$ cat src/rtl/result_monitor.sv
// -----------------------------------------------------------------------------
// result_monitor
//
// Purpose:
//   Downstream checker for the stimulus driver. It recomputes the golden result
//   from the delayed monitor operands, aligns that result with the DUT output by
//   a programmable lag, and compares the two every cycle. It keeps counts of
//   tests and errors and captures the first failing vector. The checker arms
//   only after the driver reports a measured DUT delay.
//
// Parameters:
//   WIDTH   - operand/result width
//   OP      - golden op: 0 = a+b, 1 = a-b, 2 = a*b (low WIDTH bits)
//   MAX_LAG - deepest supported alignment lag, in cycles
//   CNT_W   - width of the test/error counters
//   LAG_W   - width of i_lag
//
// Ports:
//   clk_dut      in   DUT-domain clock
//   reset_n      in   asynchronous active-low reset
//   i_mon_a      in   delayed operand A from the driver
//   i_mon_b      in   delayed operand B from the driver
//   i_dut_out    in   DUT result
//   i_dut_delay  in   driver-measured DUT delay, all-ones = not yet measured
//   i_lag        in   cycles by which i_dut_out lags the matching operands
//   i_clear      in   synchronous restart, active high
//   o_state      out  one-hot FSM state (IDLE/FILL/RUN/HALT)
//   o_test_count out  number of comparisons performed
//   o_err_count  out  number of mismatches (saturating)
//   o_err_flag   out  sticky mismatch flag
//   o_fail_a     out  operand A of the first mismatch
//   o_fail_b     out  operand B of the first mismatch
//   o_fail_exp   out  golden result of the first mismatch
//   o_fail_got   out  DUT result of the first mismatch
// -----------------------------------------------------------------------------
module result_monitor #(
    parameter int WIDTH   = 32,
    parameter int OP      = 0,
    parameter int MAX_LAG = 16,
    parameter int CNT_W   = 32,
    parameter int LAG_W   = 5
) (
    input  logic             clk_dut,
    input  logic             reset_n,
    input  logic [WIDTH-1:0] i_mon_a,
    input  logic [WIDTH-1:0] i_mon_b,
    input  logic [WIDTH-1:0] i_dut_out,
    input  logic [31:0]      i_dut_delay,
    input  logic [LAG_W-1:0] i_lag,
    input  logic             i_clear,
    output logic [3:0]       o_state,
    output logic [CNT_W-1:0] o_test_count,
    output logic [CNT_W-1:0] o_err_count,
    output logic             o_err_flag,
    output logic [WIDTH-1:0] o_fail_a,
    output logic [WIDTH-1:0] o_fail_b,
    output logic [WIDTH-1:0] o_fail_exp,
    output logic [WIDTH-1:0] o_fail_got
);

    typedef enum logic [3:0] {
        IDLE = 4'b0001,
        FILL = 4'b0010,
        RUN  = 4'b0100,
        HALT = 4'b1000
    } state_t;

    localparam logic [31:0]      DELAY_UNKNOWN = 32'hFFFF_FFFF;
    localparam logic [CNT_W-1:0] CNT_MAX       = '1;
    localparam logic [LAG_W-1:0] LAG_LIMIT     = LAG_W'(MAX_LAG);

    state_t           state;
    state_t           state_nxt;
    logic [LAG_W-1:0] lag_q;
    logic [LAG_W-1:0] lag_nxt;
    logic [LAG_W-1:0] fill_cnt;
    logic [LAG_W-1:0] fill_nxt;

    logic [WIDTH-1:0] pipe_a   [MAX_LAG];
    logic [WIDTH-1:0] pipe_b   [MAX_LAG];
    logic [WIDTH-1:0] pipe_exp [MAX_LAG];

    logic [WIDTH-1:0] gold_now;
    logic [WIDTH-1:0] sel_a;
    logic [WIDTH-1:0] sel_b;
    logic [WIDTH-1:0] sel_exp;

    logic             cmp_valid_q;
    logic             cmp_miss_q;
    logic [WIDTH-1:0] cmp_a_q;
    logic [WIDTH-1:0] cmp_b_q;
    logic [WIDTH-1:0] cmp_exp_q;
    logic [WIDTH-1:0] cmp_got_q;

    logic [CNT_W-1:0] test_count;
    logic [CNT_W-1:0] err_count;
    logic             err_flag;
    logic [WIDTH-1:0] fail_a;
    logic [WIDTH-1:0] fail_b;
    logic [WIDTH-1:0] fail_exp;
    logic [WIDTH-1:0] fail_got;

    logic             delay_known;
    logic             compare_now;
    logic             commit;
    logic             test_will_sat;

    function automatic logic [WIDTH-1:0] golden(input logic [WIDTH-1:0] a,
                                                input logic [WIDTH-1:0] b);
        logic [WIDTH-1:0] r;
        case (OP)
            1:       r = a - b;
            2:       r = a * b;
            default: r = a + b;
        endcase
        return r;
    endfunction

    assign delay_known = (i_dut_delay != DELAY_UNKNOWN);

    // Lag 0 compares against the live operands; any other lag picks tap lag-1
    // of the shift line, which holds the operands sampled lag cycles ago.
    always_comb begin
        gold_now = golden(i_mon_a, i_mon_b);
        sel_a    = i_mon_a;
        sel_b    = i_mon_b;
        sel_exp  = gold_now;
        for (int i = 0; i < MAX_LAG; i++) begin
            if (lag_q == LAG_W'(i + 1)) begin
                sel_a   = pipe_a[i];
                sel_b   = pipe_b[i];
                sel_exp = pipe_exp[i];
            end
        end
    end

    // A registered comparison lands one cycle after it was made. It is dropped
    // in HALT, where everything freezes, and by a clear, which zeroes the counts.
    assign commit        = cmp_valid_q && (state != HALT) && !i_clear;
    assign test_will_sat = commit && (test_count == CNT_MAX - 1'b1);

    // Next-state logic. FILL lasts lag+1 cycles so the shift line is full of
    // post-arming operands before the first comparison. Reaching the test
    // count ceiling overrides every other transition.
    always_comb begin
        state_nxt   = state;
        lag_nxt     = lag_q;
        fill_nxt    = fill_cnt;
        compare_now = 1'b0;
        if (i_clear) begin
            state_nxt = IDLE;
        end else begin
            case (state)
                IDLE: begin
                    if (delay_known) begin
                        state_nxt = FILL;
                        lag_nxt   = (i_lag > LAG_LIMIT) ? LAG_LIMIT : i_lag;
                        fill_nxt  = '0;
                    end
                end
                FILL: begin
                    if (!delay_known) begin
                        state_nxt = IDLE;
                    end else if (fill_cnt == lag_q) begin
                        state_nxt = RUN;
                    end else begin
                        fill_nxt = fill_cnt + 1'b1;
                    end
                end
                RUN: begin
                    if (!delay_known) begin
                        state_nxt = IDLE;
                    end else begin
                        compare_now = 1'b1;
                    end
                end
                HALT: begin
                    state_nxt = HALT;
                end
                default: begin
                    state_nxt = IDLE;
                end
            endcase
            if (test_will_sat) begin
                state_nxt = HALT;
            end
        end
    end

    // State, latched lag and fill counter.
    always_ff @(posedge clk_dut or negedge reset_n) begin
        if (!reset_n) begin
            state    <= IDLE;
            lag_q    <= '0;
            fill_cnt <= '0;
        end else begin
            state    <= state_nxt;
            lag_q    <= lag_nxt;
            fill_cnt <= fill_nxt;
        end
    end

    // Operand/expected shift line. It runs in every state, so it is already
    // primed by the time FILL hands over to RUN.
    always_ff @(posedge clk_dut or negedge reset_n) begin
        if (!reset_n) begin
            for (int i = 0; i < MAX_LAG; i++) begin
                pipe_a[i]   <= '0;
                pipe_b[i]   <= '0;
                pipe_exp[i] <= '0;
            end
        end else begin
            pipe_a[0]   <= i_mon_a;
            pipe_b[0]   <= i_mon_b;
            pipe_exp[0] <= gold_now;
            for (int i = 1; i < MAX_LAG; i++) begin
                pipe_a[i]   <= pipe_a[i-1];
                pipe_b[i]   <= pipe_b[i-1];
                pipe_exp[i] <= pipe_exp[i-1];
            end
        end
    end

    // Comparison stage: registers the result and the vector it was made on.
    always_ff @(posedge clk_dut or negedge reset_n) begin
        if (!reset_n) begin
            cmp_valid_q <= 1'b0;
            cmp_miss_q  <= 1'b0;
            cmp_a_q     <= '0;
            cmp_b_q     <= '0;
            cmp_exp_q   <= '0;
            cmp_got_q   <= '0;
        end else begin
            cmp_valid_q <= compare_now;
            if (compare_now) begin
                cmp_miss_q <= (i_dut_out != sel_exp);
                cmp_a_q    <= sel_a;
                cmp_b_q    <= sel_b;
                cmp_exp_q  <= sel_exp;
                cmp_got_q  <= i_dut_out;
            end
        end
    end

    // Counters, sticky flag and first-failure capture. Only the mismatch that
    // finds the flag still clear is captured.
    always_ff @(posedge clk_dut or negedge reset_n) begin
        if (!reset_n) begin
            test_count <= '0;
            err_count  <= '0;
            err_flag   <= 1'b0;
            fail_a     <= '0;
            fail_b     <= '0;
            fail_exp   <= '0;
            fail_got   <= '0;
        end else if (i_clear) begin
            test_count <= '0;
            err_count  <= '0;
            err_flag   <= 1'b0;
            fail_a     <= '0;
            fail_b     <= '0;
            fail_exp   <= '0;
            fail_got   <= '0;
        end else if (commit) begin
            test_count <= test_count + 1'b1;
            if (cmp_miss_q) begin
                if (err_count != CNT_MAX) begin
                    err_count <= err_count + 1'b1;
                end
                err_flag <= 1'b1;
                if (!err_flag) begin
                    fail_a   <= cmp_a_q;
                    fail_b   <= cmp_b_q;
                    fail_exp <= cmp_exp_q;
                    fail_got <= cmp_got_q;
                end
            end
        end
    end

    assign o_state      = state;
    assign o_test_count = test_count;
    assign o_err_count  = err_count;
    assign o_err_flag   = err_flag;
    assign o_fail_a     = fail_a;
    assign o_fail_b     = fail_b;
    assign o_fail_exp   = fail_exp;
    assign o_fail_got   = fail_got;

endmodule

$ cat config.mk
export PLATFORM = sky130hd
export DESIGN_NAME = result_monitor
export DESIGN_NICKNAME = d
export VERILOG_FILES = /design/src/rtl/result_monitor.sv
export SDC_FILE = /design/constraint.sdc
export NUM_CORES = 2
export LEC_CHECK = 0
export CAP_MARGIN = 10
export CORE_AREA = 2 2 421 423
export DETAILED_ROUTE_END_ITERATION = 7
export DIE_AREA = 0 0 423 425
export SYNTH_ARGS = -nofsm -noshare
export SYNTH_HDL_FRONTEND = slang
export SYNTH_SLANG_ARGS = --single-unit
$ cat constraint.sdc
create_clock -name clk_dut -period 4.54 [get_ports clk_dut]
set_input_delay 0.454 -clock clk_dut [delete_from_list [all_inputs] [get_ports clk_dut]]
set_output_delay 0.454 -clock clk_dut [all_outputs]
set_load 0.02 [all_outputs]
==> results list <==
- CP startpoint kind: flip-flop
- The floorplan has 154 rows.
* Final period utilization: 1.019
* Portion of the post-synthesis area used by sequential elements: 0.6718
* Maximum clock skew at final layout: just under 60 ps
- Number of buffers created by CTS: 187
* Aggregate negative setup slack: -84.96 ps
- CTS root buf: sky130_fd_sc_hd__clkbuf_16
* Total Routed Length: 239,500 um
* Post-synth top flop: sky130_fd_sc_hd__dfrtp_1
- Summed over all layers, the global routing overflow is 0.
* Slew Viols, Final: 0
- In this run the worst setup path begins at lag_q[2]$_DFFE_PN0P_.
- The first global-routing pass estimated 353,700 um of wire.
- CTS saw roughly 1,900 sinks.
* Maximum Capacitance Violations: 0
- Vias in the first global route: 49,580
- Horiz. Die Dim: 423 um
* Largest net degree at the start of global routing: between 200 and 250
- Input and output buffers added on the ports amount to 332.
- Worst min path class: in2async
- Data required, critical path: around 5200 ps
- Static leakage: 37.14 nW
- Area growth from synthesis to layout: 23.77%
- Flip-flop and latch count after synthesis: 1,873
- The H-tree generated during clock tree synthesis spans 4 levels.
- Worst setup path class: reg2reg
* Number of distinct library cells after synthesis: 103
* Hold_ws: around 220 ps
- Number of violations reported at the end of detailed-routing iteration 0: 5,588
- After detailed routing, the average wire length per cell comes to 26.30 um.
- Final Critical Period: 4625 ps
* Cell area after technology mapping: 69,770 um2
- Walking the worst path, the cells encountered are buf_12 > buf_4 > nor2b_1 > buf_4 > nand2_1 > a21oi_1 > buf_4 > a211oi_1 > a21oi_1 > buf_4 > mux2i_1 > a31oi_1 > and4_1 > nand4_1 > a2111o_1 > o32a_1.
- For this run, the top clock speed supported by timing is between 200 and 250 MHz.
- The largest individual stage delay along the critical path comes from the cell sky130_fd_sc_hd__dfrtp_2.
* Peak per-stage delay on the critical path: around 530 ps
- For this configuration, the core starts out at a cell density of 0.3979.
* Setup violators final: 1
- TritonCTS clock tree: yes
* Clock slew seen by the registers of the worst setup and hold paths: 60 ps
- Post-route worst setup slack: -84.96 ps
* Number of antenna violations at the first check in global routing: 11
* RSZ-0062 raised after global routing: true
- Y dimension of the die: 425 um
* Number of nets in the layout: a little under 7,000
- Outcome: finished with violations
- Ys async rst share: 1.000
- Using the TritonRoute via totals, the vias-per-cell ratio works out to around 5.5.
- Switching power: just under 20 mW
- Number of iterations in the first detailed-routing pass: 5
- Number of fillers in the final layout: around 16,000
- No sink is reached through more buffers than the 3 on the longest clock path.
* Final hold viol count: 0
- After detailed placement, the total cell area comes to 79,940 um2.
- Top-level I/O count: between 300 and 400
- The core region is 175,300 um2.
- The worst setup path is captured at a flip-flop.
- The share of total power dissipated in combinational logic is 0.340.
- The final reports fail on negative setup slack.
- Cell repeated most along the worst path: sky130_fd_sc_hd__buf_4
- The floorplan step defined a die boundary enclosing 179,800 um2.
- For this run, design rule violations remaining after detail routing come to 0.
- Total power per unit cell area: 632.6 nW/um2
* Internal power of the cells: 35.03 mW
- Post-layout instance area: 86,360 um2
* Relative max-transition margin: 0.2974
- Maximum resistive drop on vdd: 437.2 uV
* Per-instance average area after synthesis: between 10 and 15 um2
- Routability cong.: between 1 and 1.5
* Power share of the clock group: 0.288
* Proportion of layout cells with a drive suffix above 1: 0.1476
- Slew at the pin with the worst max-slew slack: between 1000 and 1500 ps
- Instance count of the mapped netlist: a little under 6,000
- In this run the remaining antenna-violating nets after routing total 0.
* Worst slack, placed: -631.6 ps
- Startpoint of the worst register-to-register path: lag_q[2]$_DFFE_PN0P_
- For this run, the number of Yosys warnings is 0.
* Post-layout utilization of the core: 0.4925
* Number of enable-type register cells in the synthesized netlist: 0
- Clock latency on the worst-skew pair: 850 ps
- Global routing usage summed across all routing layers: 0.2655
* Count of vias placed by the detailed router: 50,530
- The share of total power dissipated in sequential elements is 0.372.
- Switching fraction of total power: 0.3588
* Arrival time worst endpoint: 5320 ps
- Of all nets on the critical path, the largest fanout is 15.
* Post-DP HPWL: about 170,000 um
- When the netlist entered floorplanning its net count stood at roughly 6,000.
cell usage in the layout, fill, tap and decap left out, drive strengths merged, types with 74 or more instances in the layout:
cell	netlist	final
a22oi	147	147
mux2i	80	80
nand3	74	74
nand2	543	543
buf	102	631
nor2	433	433
a21oi	408	408
clkbuf	285	290
dfrtp	1872	1872
nand2b	150	150
o22ai	114	114
o221ai	77	77
a211oi	170	170
o21ai	474	474
clkdlybuf4s50	0	330
area by class of cell:
cell class / count / area, um2 / area share
Sequential cell: 1873 / 46880 / 0.5428
Multi-Input combinational cell: 3544 / 21270 / 0.2463
Timing Repair Buffer: 962 / 8762 / 0.1015
Clock buffer: 290 / 5568 / 0.06448
Tap cell: 2340 / 2928 / 0.03390
Clock inverter: 48 / 788.3 / 0.009128
Inverter: 39 / 147.6 / 0.001710
Antenna cell: 8 / 20.02 / 0.0002318
power groups by stage:
| stage | clock network [mW] | logic (mW) | registers [mW] |
|---|---|---|---|
| 2_1_floorplan | 0 | 8.26 | 20.3 |
| 3_5_place_dp | 0 | 18.0 | 20.6 |
| 6_report | 15.7 | 18.6 | 20.3 |
| 3_3_place_gp | 0 | 18.1 | 20.5 |
| 5_1_grt | 16.8 | 19.5 | 20.5 |
| 4_1_cts | 16.0 | 18.2 | 20.3 |
metrics by stage:
| step | power, mW | cells |
|---|---|---|
| 6_report | 54.63 | 9104 |
| 5_1_grt | 56.74 | 9099 |
| 4_1_cts | 54.49 | 9095 |
| 3_5_place_dp | 38.60 | 8756 |
| 3_3_place_gp | 38.60 | 8755 |
| 2_1_floorplan | 28.54 | 5843 |
per-layer routing:
metal / up-vias / GRT usage / share of wire
li1: 22560 / - / -
met1: 25770 / 0.4151 / 0.48
met2: 1847 / 0.3743 / 0.42
met3: 342 / 0.04848 / 0.070
met4: 4 / 0.07722 / 0.028
met5: - / 0 / 0.00011
flip-flops by register name, indices dropped and copies added (netlist names):
name	count
cmp_a_q	32
cmp_b_q	32
cmp_exp_q	32
cmp_got_q	32
cmp_miss_q	1
cmp_valid_q	1
fill_cnt	5
lag_q	5
o_err_count	32
o_err_flag	1
o_fail_a	32
o_fail_b	32
o_fail_exp	32
o_fail_got	32
o_state	4
o_test_count	32
pipe_a	512
pipe_b	512
pipe_exp	512
repair_timing:
item	in CTS	in global routing
endpoints found under the setup margin	0	2
endpoints found under the hold margin	105	0
buffers inserted	0	1
gates resized for setup	0	2
hold buffers	1	0
worst paths after layout:
kind                                                 to  slack [ps]  depth (start not counted)
worst min-delay path              pipe_a[487]$_DFF_PN0_         220                          2
worst min register to register  pipe_exp[174]$_DFF_PN0_         340                          0
worst max register to register   cmp_miss_q$_DFFE_PN0P_         -80                         16
max in group asynchronous         pipe_a[153]$_DFF_PN0_        2800                          3
worst max-delay path             cmp_miss_q$_DFFE_PN0P_         -80                         16
min in group clk_dut              pipe_a[480]$_DFF_PN0_         220                          2
cell families after synthesis:
logic type / share of synthesized area
DFF: 0.6718
adders and majority gates: 0.006564
muxes: 0.01212
AOI/OAI and AO/OA: 0.1678
and+or+nand+nor: 0.1019
buffers and inverters: 0.02575
xor gates and xnor gates: 0.01406
Yosys cell counts, types with 26 or more instances:
master                     instances  share of area
sky130_fd_sc_hd__nor2_1          423          0.023
sky130_fd_sc_hd__o31a_1           64         0.0080
sky130_fd_sc_hd__and3_1           35         0.0031
sky130_fd_sc_hd__nand2_1         541          0.029
sky130_fd_sc_hd__nor3_1           64         0.0046
sky130_fd_sc_hd__a21oi_1         407          0.029
sky130_fd_sc_hd__o22ai_1         113          0.010
sky130_fd_sc_hd__a22oi_1         146          0.016
sky130_fd_sc_hd__a21o_1           29         0.0031
sky130_fd_sc_hd__dfrtp_1        1872           0.67
sky130_fd_sc_hd__a211oi_1        169          0.018
sky130_fd_sc_hd__mux2i_1          80          0.011
sky130_fd_sc_hd__clkbuf_1        285          0.015
sky130_fd_sc_hd__xnor2_1          40         0.0050
sky130_fd_sc_hd__a211o_1          66         0.0083
sky130_fd_sc_hd__nand3_1          74         0.0053
sky130_fd_sc_hd__ha_1             35         0.0063
sky130_fd_sc_hd__o21ai_0         466          0.033
sky130_fd_sc_hd__buf_2            56         0.0040
sky130_fd_sc_hd__o221ai_1         76         0.0095
sky130_fd_sc_hd__nor4_1           29         0.0026
sky130_fd_sc_hd__nand4_1          43         0.0039
sky130_fd_sc_hd__xor2_1           72         0.0090
sky130_fd_sc_hd__inv_1            39         0.0021
sky130_fd_sc_hd__nand2b_1        149          0.013
sky130_fd_sc_hd__o211ai_1         26         0.0028
critical path, delay by kind of cell (launching register included):
kind	cells	cell delay, ps
simple gates	4	880
flops	1	530
mux	1	120
compound gates	6	1890
buf+inv	5	1090
Note: power is estimated with default switching activity, not from simulation.
